**config.mk**
```make
export PLATFORM = sky130hd
export DESIGN_NAME = coherence_bus_arbiter
export DESIGN_NICKNAME = d
export VERILOG_FILES = /design/src/rtl/coherence_bus_arbiter.sv
export SDC_FILE = /design/constraint.sdc
export NUM_CORES = 1
export LEC_CHECK = 0
export ABC_AREA = 1
export CORE_AREA = 2 2 131 133
export DETAILED_ROUTE_END_ITERATION = 8
export DIE_AREA = 0 0 133 135
export GPL_ROUTABILITY_DRIVEN = 0
export PLACE_DENSITY = 0.84
export SYNTH_ARGS = -nofsm -noshare
export SYNTH_HDL_FRONTEND = slang
export SYNTH_SLANG_ARGS = --single-unit
export TNS_END_PERCENT = 50
```
**constraint.sdc**
```tcl
create_clock -name clk -period 6.6 [get_ports clk]
set_input_delay 1.32 -clock clk [delete_from_list [all_inputs] [get_ports clk]]
set_output_delay 1.32 -clock clk [all_outputs]
set_load 0.01 [all_outputs]
```
**src/rtl/coherence_bus_arbiter.sv**
```systemverilog
// coherence_bus_arbiter: round-robin owner of the shared snooping request bus.
// Define ARB_TIMEOUT_EN to add a watchdog that abandons a stalled ARB_WAIT.
module coherence_bus_arbiter #(
    parameter int unsigned NUM_REQ        = 8,
    parameter int unsigned ADDR_WIDTH     = 32,
    parameter int unsigned SRC_WIDTH      = 4,
    parameter int unsigned TIMEOUT_CYCLES = 1024
) (
    input  logic                          clk,
    input  logic                          rst_n,
    input  logic [NUM_REQ-1:0]            req_valid_i,
    input  logic [NUM_REQ*ADDR_WIDTH-1:0] req_addr_i,
    input  logic [NUM_REQ*2-1:0]          req_tx_i,
    output logic [NUM_REQ-1:0]            grant_o,
    output logic                          bus_valid_o,
    output logic [SRC_WIDTH-1:0]          bus_source_o,
    output logic [ADDR_WIDTH-1:0]         bus_addr_o,
    output logic [1:0]                    bus_tx_o,
    input  logic                          resp_valid_i,
    input  logic [SRC_WIDTH-1:0]          resp_dest_i,
    input  logic                          resp_mem_i,
    output logic                          busy_o,
    output logic                          timeout_o
);

    localparam int unsigned PTR_W = (NUM_REQ > 1) ? $clog2(NUM_REQ) : 1;
    localparam logic [1:0]  TX_PUTM = 2'd2;
    localparam logic [1:0]  TX_IDLE = 2'd3;

    typedef enum logic [1:0] {
        ARB_IDLE  = 2'd0,
        ARB_BCAST = 2'd1,
        ARB_WAIT  = 2'd2
    } arb_state_e;

    arb_state_e              state_q, state_d;
    logic [PTR_W-1:0]        rr_ptr_q, rr_ptr_d;
    logic [PTR_W-1:0]        winner_q, winner_d;
    logic [ADDR_WIDTH-1:0]   addr_q, addr_d;
    logic [1:0]              tx_q, tx_d;
    logic [NUM_REQ-1:0]      grant_q, grant_d;
    logic                    bus_valid_q, bus_valid_d;

    logic [ADDR_WIDTH-1:0]   req_addr [NUM_REQ];
    logic [1:0]              req_tx   [NUM_REQ];
    logic [NUM_REQ-1:0]      eligible;

    logic                    pick_found;
    logic [PTR_W-1:0]        pick_idx;
    logic [PTR_W-1:0]        scan_ptr;
    int unsigned             scan_pos;

    logic                    dest_match;
    logic                    complete;

`ifdef ARB_TIMEOUT_EN
    localparam int unsigned CNT_W = $clog2(TIMEOUT_CYCLES) + 1;
    logic [CNT_W-1:0]        cnt_q, cnt_d;
    logic                    timeout_q, timeout_d;
`endif

    function automatic logic [PTR_W-1:0] ptr_after(input logic [PTR_W-1:0] p);
        if (32'(p) == NUM_REQ - 1) begin
            return '0;
        end
        return p + PTR_W'(1);
    endfunction

    always_comb begin
        for (int unsigned i = 0; i < NUM_REQ; i++) begin
            req_addr[i] = req_addr_i[i*ADDR_WIDTH +: ADDR_WIDTH];
            req_tx[i]   = req_tx_i[i*2 +: 2];
            eligible[i] = req_valid_i[i] && (req_tx[i] != TX_IDLE);
        end
    end

    // Rotating scan starting at rr_ptr; positions wrap without a modulo operator.
    always_comb begin
        pick_found = 1'b0;
        pick_idx   = '0;
        scan_pos   = 0;
        scan_ptr   = '0;
        for (int unsigned k = 0; k < NUM_REQ; k++) begin
            scan_pos = 32'(rr_ptr_q) + k;
            if (scan_pos >= NUM_REQ) begin
                scan_pos = scan_pos - NUM_REQ;
            end
            scan_ptr = PTR_W'(scan_pos);
            if (!pick_found && eligible[scan_ptr]) begin
                pick_found = 1'b1;
                pick_idx   = scan_ptr;
            end
        end
    end

    // Writebacks finish when memory answers; fills finish on a cache-directed response.
    assign dest_match = (resp_dest_i == SRC_WIDTH'(winner_q));
    assign complete   = resp_valid_i &&
                        ((tx_q == TX_PUTM) ? resp_mem_i : (dest_match && !resp_mem_i));

    always_comb begin
        state_d     = state_q;
        rr_ptr_d    = rr_ptr_q;
        winner_d    = winner_q;
        addr_d      = addr_q;
        tx_d        = tx_q;
        grant_d     = '0;
        bus_valid_d = 1'b0;
`ifdef ARB_TIMEOUT_EN
        cnt_d       = cnt_q;
        timeout_d   = 1'b0;
`endif
        case (state_q)
            ARB_IDLE: begin
                if (pick_found) begin
                    winner_d          = pick_idx;
                    addr_d            = req_addr[pick_idx];
                    tx_d              = req_tx[pick_idx];
                    grant_d[pick_idx] = 1'b1;
                    bus_valid_d       = 1'b1;
                    state_d           = ARB_BCAST;
                end
            end
            ARB_BCAST: begin
                state_d = ARB_WAIT;
`ifdef ARB_TIMEOUT_EN
                cnt_d   = '0;
`endif
            end
            ARB_WAIT: begin
                if (complete) begin
                    rr_ptr_d = ptr_after(winner_q);
                    state_d  = ARB_IDLE;
                end
`ifdef ARB_TIMEOUT_EN
                else if (cnt_q == CNT_W'(TIMEOUT_CYCLES - 1)) begin
                    timeout_d = 1'b1;
                    rr_ptr_d  = ptr_after(winner_q);
                    state_d   = ARB_IDLE;
                end else begin
                    cnt_d = cnt_q + CNT_W'(1);
                end
`endif
            end
            default: begin
                state_d = ARB_IDLE;
            end
        endcase
    end

    always_ff @(posedge clk or negedge rst_n) begin
        if (!rst_n) begin
            state_q     <= ARB_IDLE;
            rr_ptr_q    <= '0;
            winner_q    <= '0;
            addr_q      <= '0;
            tx_q        <= '0;
            grant_q     <= '0;
            bus_valid_q <= 1'b0;
`ifdef ARB_TIMEOUT_EN
            cnt_q       <= '0;
            timeout_q   <= 1'b0;
`endif
        end else begin
            state_q     <= state_d;
            rr_ptr_q    <= rr_ptr_d;
            winner_q    <= winner_d;
            addr_q      <= addr_d;
            tx_q        <= tx_d;
            grant_q     <= grant_d;
            bus_valid_q <= bus_valid_d;
`ifdef ARB_TIMEOUT_EN
            cnt_q       <= cnt_d;
            timeout_q   <= timeout_d;
`endif
        end
    end

    assign grant_o      = grant_q;
    assign bus_valid_o  = bus_valid_q;
    assign bus_source_o = SRC_WIDTH'(winner_q);
    assign bus_addr_o   = addr_q;
    assign bus_tx_o     = tx_q;
    assign busy_o       = (state_q != ARB_IDLE);

`ifdef ARB_TIMEOUT_EN
    assign timeout_o = timeout_q;
`else
    assign timeout_o = 1'b0;
`endif

endmodule
```
==> results.env <==
FINAL.FILL_COUNT=1582
HOLDCRITPATHCLASS='reg2reg'
FINCLKSKEW_NS=0.00344
CP.BUFFERS_INVERTERS=2
DOMINANTREGCELLSYNTH='sky130_fd_sc_hd__dfrtp_1'
CTS_TREE='done'
MULTI_INPUT_AREA_SQ_MM=0.00384
WORST-PATH-MAX-FANOUT=53
CORE_AREA_SQ_MM=0.0164
ROUTE.FINAL.WIRE_LENGTH_MM=25.0
CTSRESIZECOUNT=0
SYNTHMOSTINSTANTIATEDCELL='sky130_fd_sc_hd__nand2_1'
SYNTHMUXAREASHARE_PCT=0
ASYNC_FLOP_SHARE_PCT=100
DRT_FIRST_ITER_VIOLATIONS=683
SYNTH_TOP_AREA_SHARE_PCT=32.4
CORE.ROWCOUNT=47
GRT_UTIL_ALL_LAYERS_PCT=26.8
WIRE_PER_INST_UM=16.3
DRTPASS1ITERATIONS=5
ROUTED-VIA-COUNT=7627
CLK-INSERTION-DELAY-LATE_NS=0.29
PLACE_HPWL_MM=19.3
TIMING.FINAL.HOLD_VIOLATIONS=0
TIGHTEST_SLEW_NS=1.05
CAP_VIOLATIONS=0
ANTENNADIODECOUNT=0
CLOCK_TREE.HTREE_LEVEL_COUNT=2
SYNTH_TOP_FAMILY_BY_AREA='simple AND/OR/NAND/NOR gates'
WORSTPATHCELLLIST='clkdlybuf4s50_1, nand2_1, nand3_1, nand3_1, nand2_1, nand2_1, nand2_1, nand4_4, nor2_4, nand2_1, nand3_4, buf_4, nand3_1, nand2_1, nand2_1, nand3_1, nor2_1, nor2_1'
IO-PIN-COUNT=337
POST-CTS-SETUP-BUFFER-COUNT=0
SYNTH_AREA_PER_CELL_SQ_UM=5.52
SYNTH_WARNINGS=0
FP.DIEAREA_SQ_MM=0.0180
RELSLEWSLACK_PCT=30.1
YOSYS-TOP-CELLS-AREA='sky130_fd_sc_hd__nand2_1 (32%), sky130_fd_sc_hd__dfrtp_1 (22%), sky130_fd_sc_hd__nand3_1 (19%)'
GRT_FIRST_PASS_WIRELENGTH_MM=37.9
SYNTHDISTINCTLIBCELLS=33
WORST_SETUP_HOLD_PATH_CLK_SLEW_NS=0.07
CRITICAL-PATH-TOP-CELL-BY-COUNT='sky130_fd_sc_hd__nand2_1'
CRITICAL_PATH_REQUIRED_NS=6.82
CTS_HOLD_BUFFERS=0
SYNTH-SEQ-AREA-SHARE_PCT=22.3
STARTING_UTILIZATION_OF_THE_CORE_AREA_PCT=34.9
ANTENNA_FOUND_INITIAL=0
SYNTH.CELLS.MOST_FREQUENT='sky130_fd_sc_hd__nand2_1 (493), sky130_fd_sc_hd__nand3_1 (222), sky130_fd_sc_hd__nor2_1 (120)'
HOLD_PATH_DEPTH=1
CP.DEPTH=18
CPLARGESTDELAYFAMILY='simple AND/OR/NAND/NOR gates'
UNREPAIRED_SETUP_ENDPOINTS_AFTER_GLOBAL_ROUTING='false'
ROUTE.ANTENNA.REMAINING_NETS=0
TIMING.REG2REG.WORST_PATH_DEPTH=18
SETUP_VIOL=0
CTS-BUFFERS-INSERTED=5
REG2REG_FROM='rr_ptr_q[0]$_DFFE_PN0P_'
CELL_TYPE_WITH_THE_HIGHEST_AGGREGATE_AREA_IN_THE_NETLIST='sky130_fd_sc_hd__nand2_1'
SYNTH_FA_HA_AREA_SHARE_PCT=0.875
OUTCOME='completed'
FINAL_MIN_PERIOD_OVER_CLOCK_PERIOD_PCT=67.3
CTS.SINKS=51
SETUP_CRIT_PATH_KIND='in2reg'
DIE_HEIGHT_UM=135
SETUP.WORST_PATH.START='req_tx_i[4]'
TIMING.CRITICAL_PATH.ARRIVAL_NS=4.66
CLOCKBUFFERDEPTH=2
WORST_PATH_LARGEST_CELL_DELAY_NS=0.57
VIAS_PER_CELL=4.97
CRIT_PATH_TOP_DELAY_CELL='sky130_fd_sc_hd__buf_4'
YS_SEQ_ELEMENTS=51
CELL_COUNT_AFTER_SYNTHESIS=1036
SETUP-TNS-FINAL_NS=0
DIE_WIDTH_UM=133
SYNTHXORXNORAREAFRAC_PCT=0.766
DRIVE_ABOVE_1_SHARE_PCT=3.27
SYNTH_COMPOUND_AREA_SHARE_PCT=1.31
ENDPOINT='bus_addr_o[11]$_DFFE_PN0P_'
SYN_AREA_SQ_MM=0.00572
AREA_OVERHEAD_OF_THE_LAYOUT_RELATIVE_TO_SYNTHESIS_PCT=58.3
PORT_BUFFERS=334
ROUTE.DETAILED.DRC=0
AREA_SHARE_OF_AND_OR_NAND_NOR_CELLS_AFTER_SYNTHESIS_PCT=63.7
GRT_MAX_DEGREE=138
CTS.ROOT.BUFFER_CELL='sky130_fd_sc_hd__clkbuf_16'
CRITPATHLAUNCHTYPE='primary input'
SYNTH-EDFF-COUNT=0
GRT-OVFL-TOTAL=0
CLOCK.FMAX_MHz=225
NNETSFINAL=1607
REG2REG_TO='bus_addr_o[11]$_DFFE_PN0P_'
SLEW_VIOLATIONS=0
FIRST_GLOBAL_VIAS=7114
WORST_SETUP_PATH_END_KIND='register'
REGAREA_SQ_MM=0.00128
RRSETUPSLACK_NS=2.19
PERIOD_NEEDED_NS=4.44
## worst min-delay path by stage
stage | to | from | slack, ns
final | state_q[1]$_DFFE_PN0P_ | state_q[1]$_DFFE_PN0P_ | 0.47
after global routing | state_q[1]$_DFFE_PN0P_ | state_q[1]$_DFFE_PN0P_ | 0.50
after CTS | state_q[1]$_DFFE_PN0P_ | state_q[1]$_DFFE_PN0P_ | 0.47
after detailed placement | state_q[1]$_DFFE_PN0P_ | state_q[1]$_DFFE_PN0P_ | 0.46
after global placement | state_q[1]$_DFFE_PN0P_ | state_q[1]$_DFFE_PN0P_ | 0.46
after floorplan | state_q[1]$_DFFE_PN0P_ | state_q[1]$_DFFE_PN0P_ | 0.45
## final cells by class
class / instances / area share (%)
Timing Repair Buffer: 341 / 37.6
Sequential cell: 51 / 14.1
Multi-Input combinational cell: 886 / 42.4
Inverter: 30 / 1.26
Tap cell: 220 / 3.04
Clock inverter: 3 / 0.221
Clock buffer: 5 / 1.38
## worst reg2reg max path, stage by stage (launching register included)
cell	delay [ns]
sky130_fd_sc_hd__dfrtp_1	0.67
sky130_fd_sc_hd__inv_2	0.26
sky130_fd_sc_hd__ha_1	0.47
sky130_fd_sc_hd__inv_1	0.27
sky130_fd_sc_hd__nand3_1	0.14
sky130_fd_sc_hd__nand3_1	0.13
sky130_fd_sc_hd__nand2_1	0.13
sky130_fd_sc_hd__inv_1	0.15
sky130_fd_sc_hd__nand4_4	0.13
sky130_fd_sc_hd__nor2_4	0.17
sky130_fd_sc_hd__nand2_1	0.12
sky130_fd_sc_hd__nand3_4	0.40
sky130_fd_sc_hd__buf_4	0.59
sky130_fd_sc_hd__nand3_1	0.19
sky130_fd_sc_hd__nand2_1	0.14
sky130_fd_sc_hd__nand2_1	0.05
sky130_fd_sc_hd__nand3_1	0.19
sky130_fd_sc_hd__nor2_1	0.06
sky130_fd_sc_hd__nor2_1	0.10
## per-stage QoR
step | hold WS, ns | setup slack [ns] | utilization [%] | instance area [sq um] | std cells
6_report | 0.472 | 2.16 | 55.2 | 9050 | 1536
3_5_place_dp | 0.463 | 1.90 | 54.3 | 8910 | 1528
4_1_cts | 0.473 | 2.19 | 55.2 | 9050 | 1536
5_1_grt | 0.499 | 1.81 | 55.2 | 9050 | 1536
3_3_place_gp | 0.457 | 1.99 | 54.3 | 8910 | 1528
2_1_floorplan | 0.446 | 3.49 | - | 5720 | 1037
## state kept, by name, indices dropped and copies added, names as in the netlist
register / flops
bus_addr_o: 32
grant_o: 8
rr_ptr_q: 3
winner_q: 3
bus_tx_o: 2
state_q: 2
bus_valid_o: 1
## cell families (layout without fill, tap and decap cells)
family	count (synthesis)	count (layout)
and+or+nand+nor	862	862
other	1	2
adders and majority gates	4	4
AOI/OAI and AO/OA	13	13
DFF	51	51
buffers and inverters	100	379
xor gates and xnor gates	5	5
## placed cells by master, fill, tap and decap left out, types with 4 or more instances in the layout
cell type	count
sky130_fd_sc_hd__dfrtp_1	51
sky130_fd_sc_hd__ha_1	4
sky130_fd_sc_hd__nand3_1	222
sky130_fd_sc_hd__o21ai_0	7
sky130_fd_sc_hd__nand2_2	4
sky130_fd_sc_hd__nor2_1	120
sky130_fd_sc_hd__inv_1	23
sky130_fd_sc_hd__buf_4	6
sky130_fd_sc_hd__inv_2	5
sky130_fd_sc_hd__nand3_2	6
sky130_fd_sc_hd__clkbuf_16	5
sky130_fd_sc_hd__nand4_1	4
sky130_fd_sc_hd__nand2_1	493
sky130_fd_sc_hd__clkdlybuf4s50_1	333
## metal layers
metal	vias to the layer above	part of all wire [%]	global-route usage (%)
met3	32	9.1	6.34
met2	381	46	43.7
li1	3831	-	-
met1	3383	43	35.9
met5	-	0	0
met4	0	1.8	6.27
Power is not shown: default switching activity piles up to over one toggle a cycle in this logic, so the estimate is an artifact.
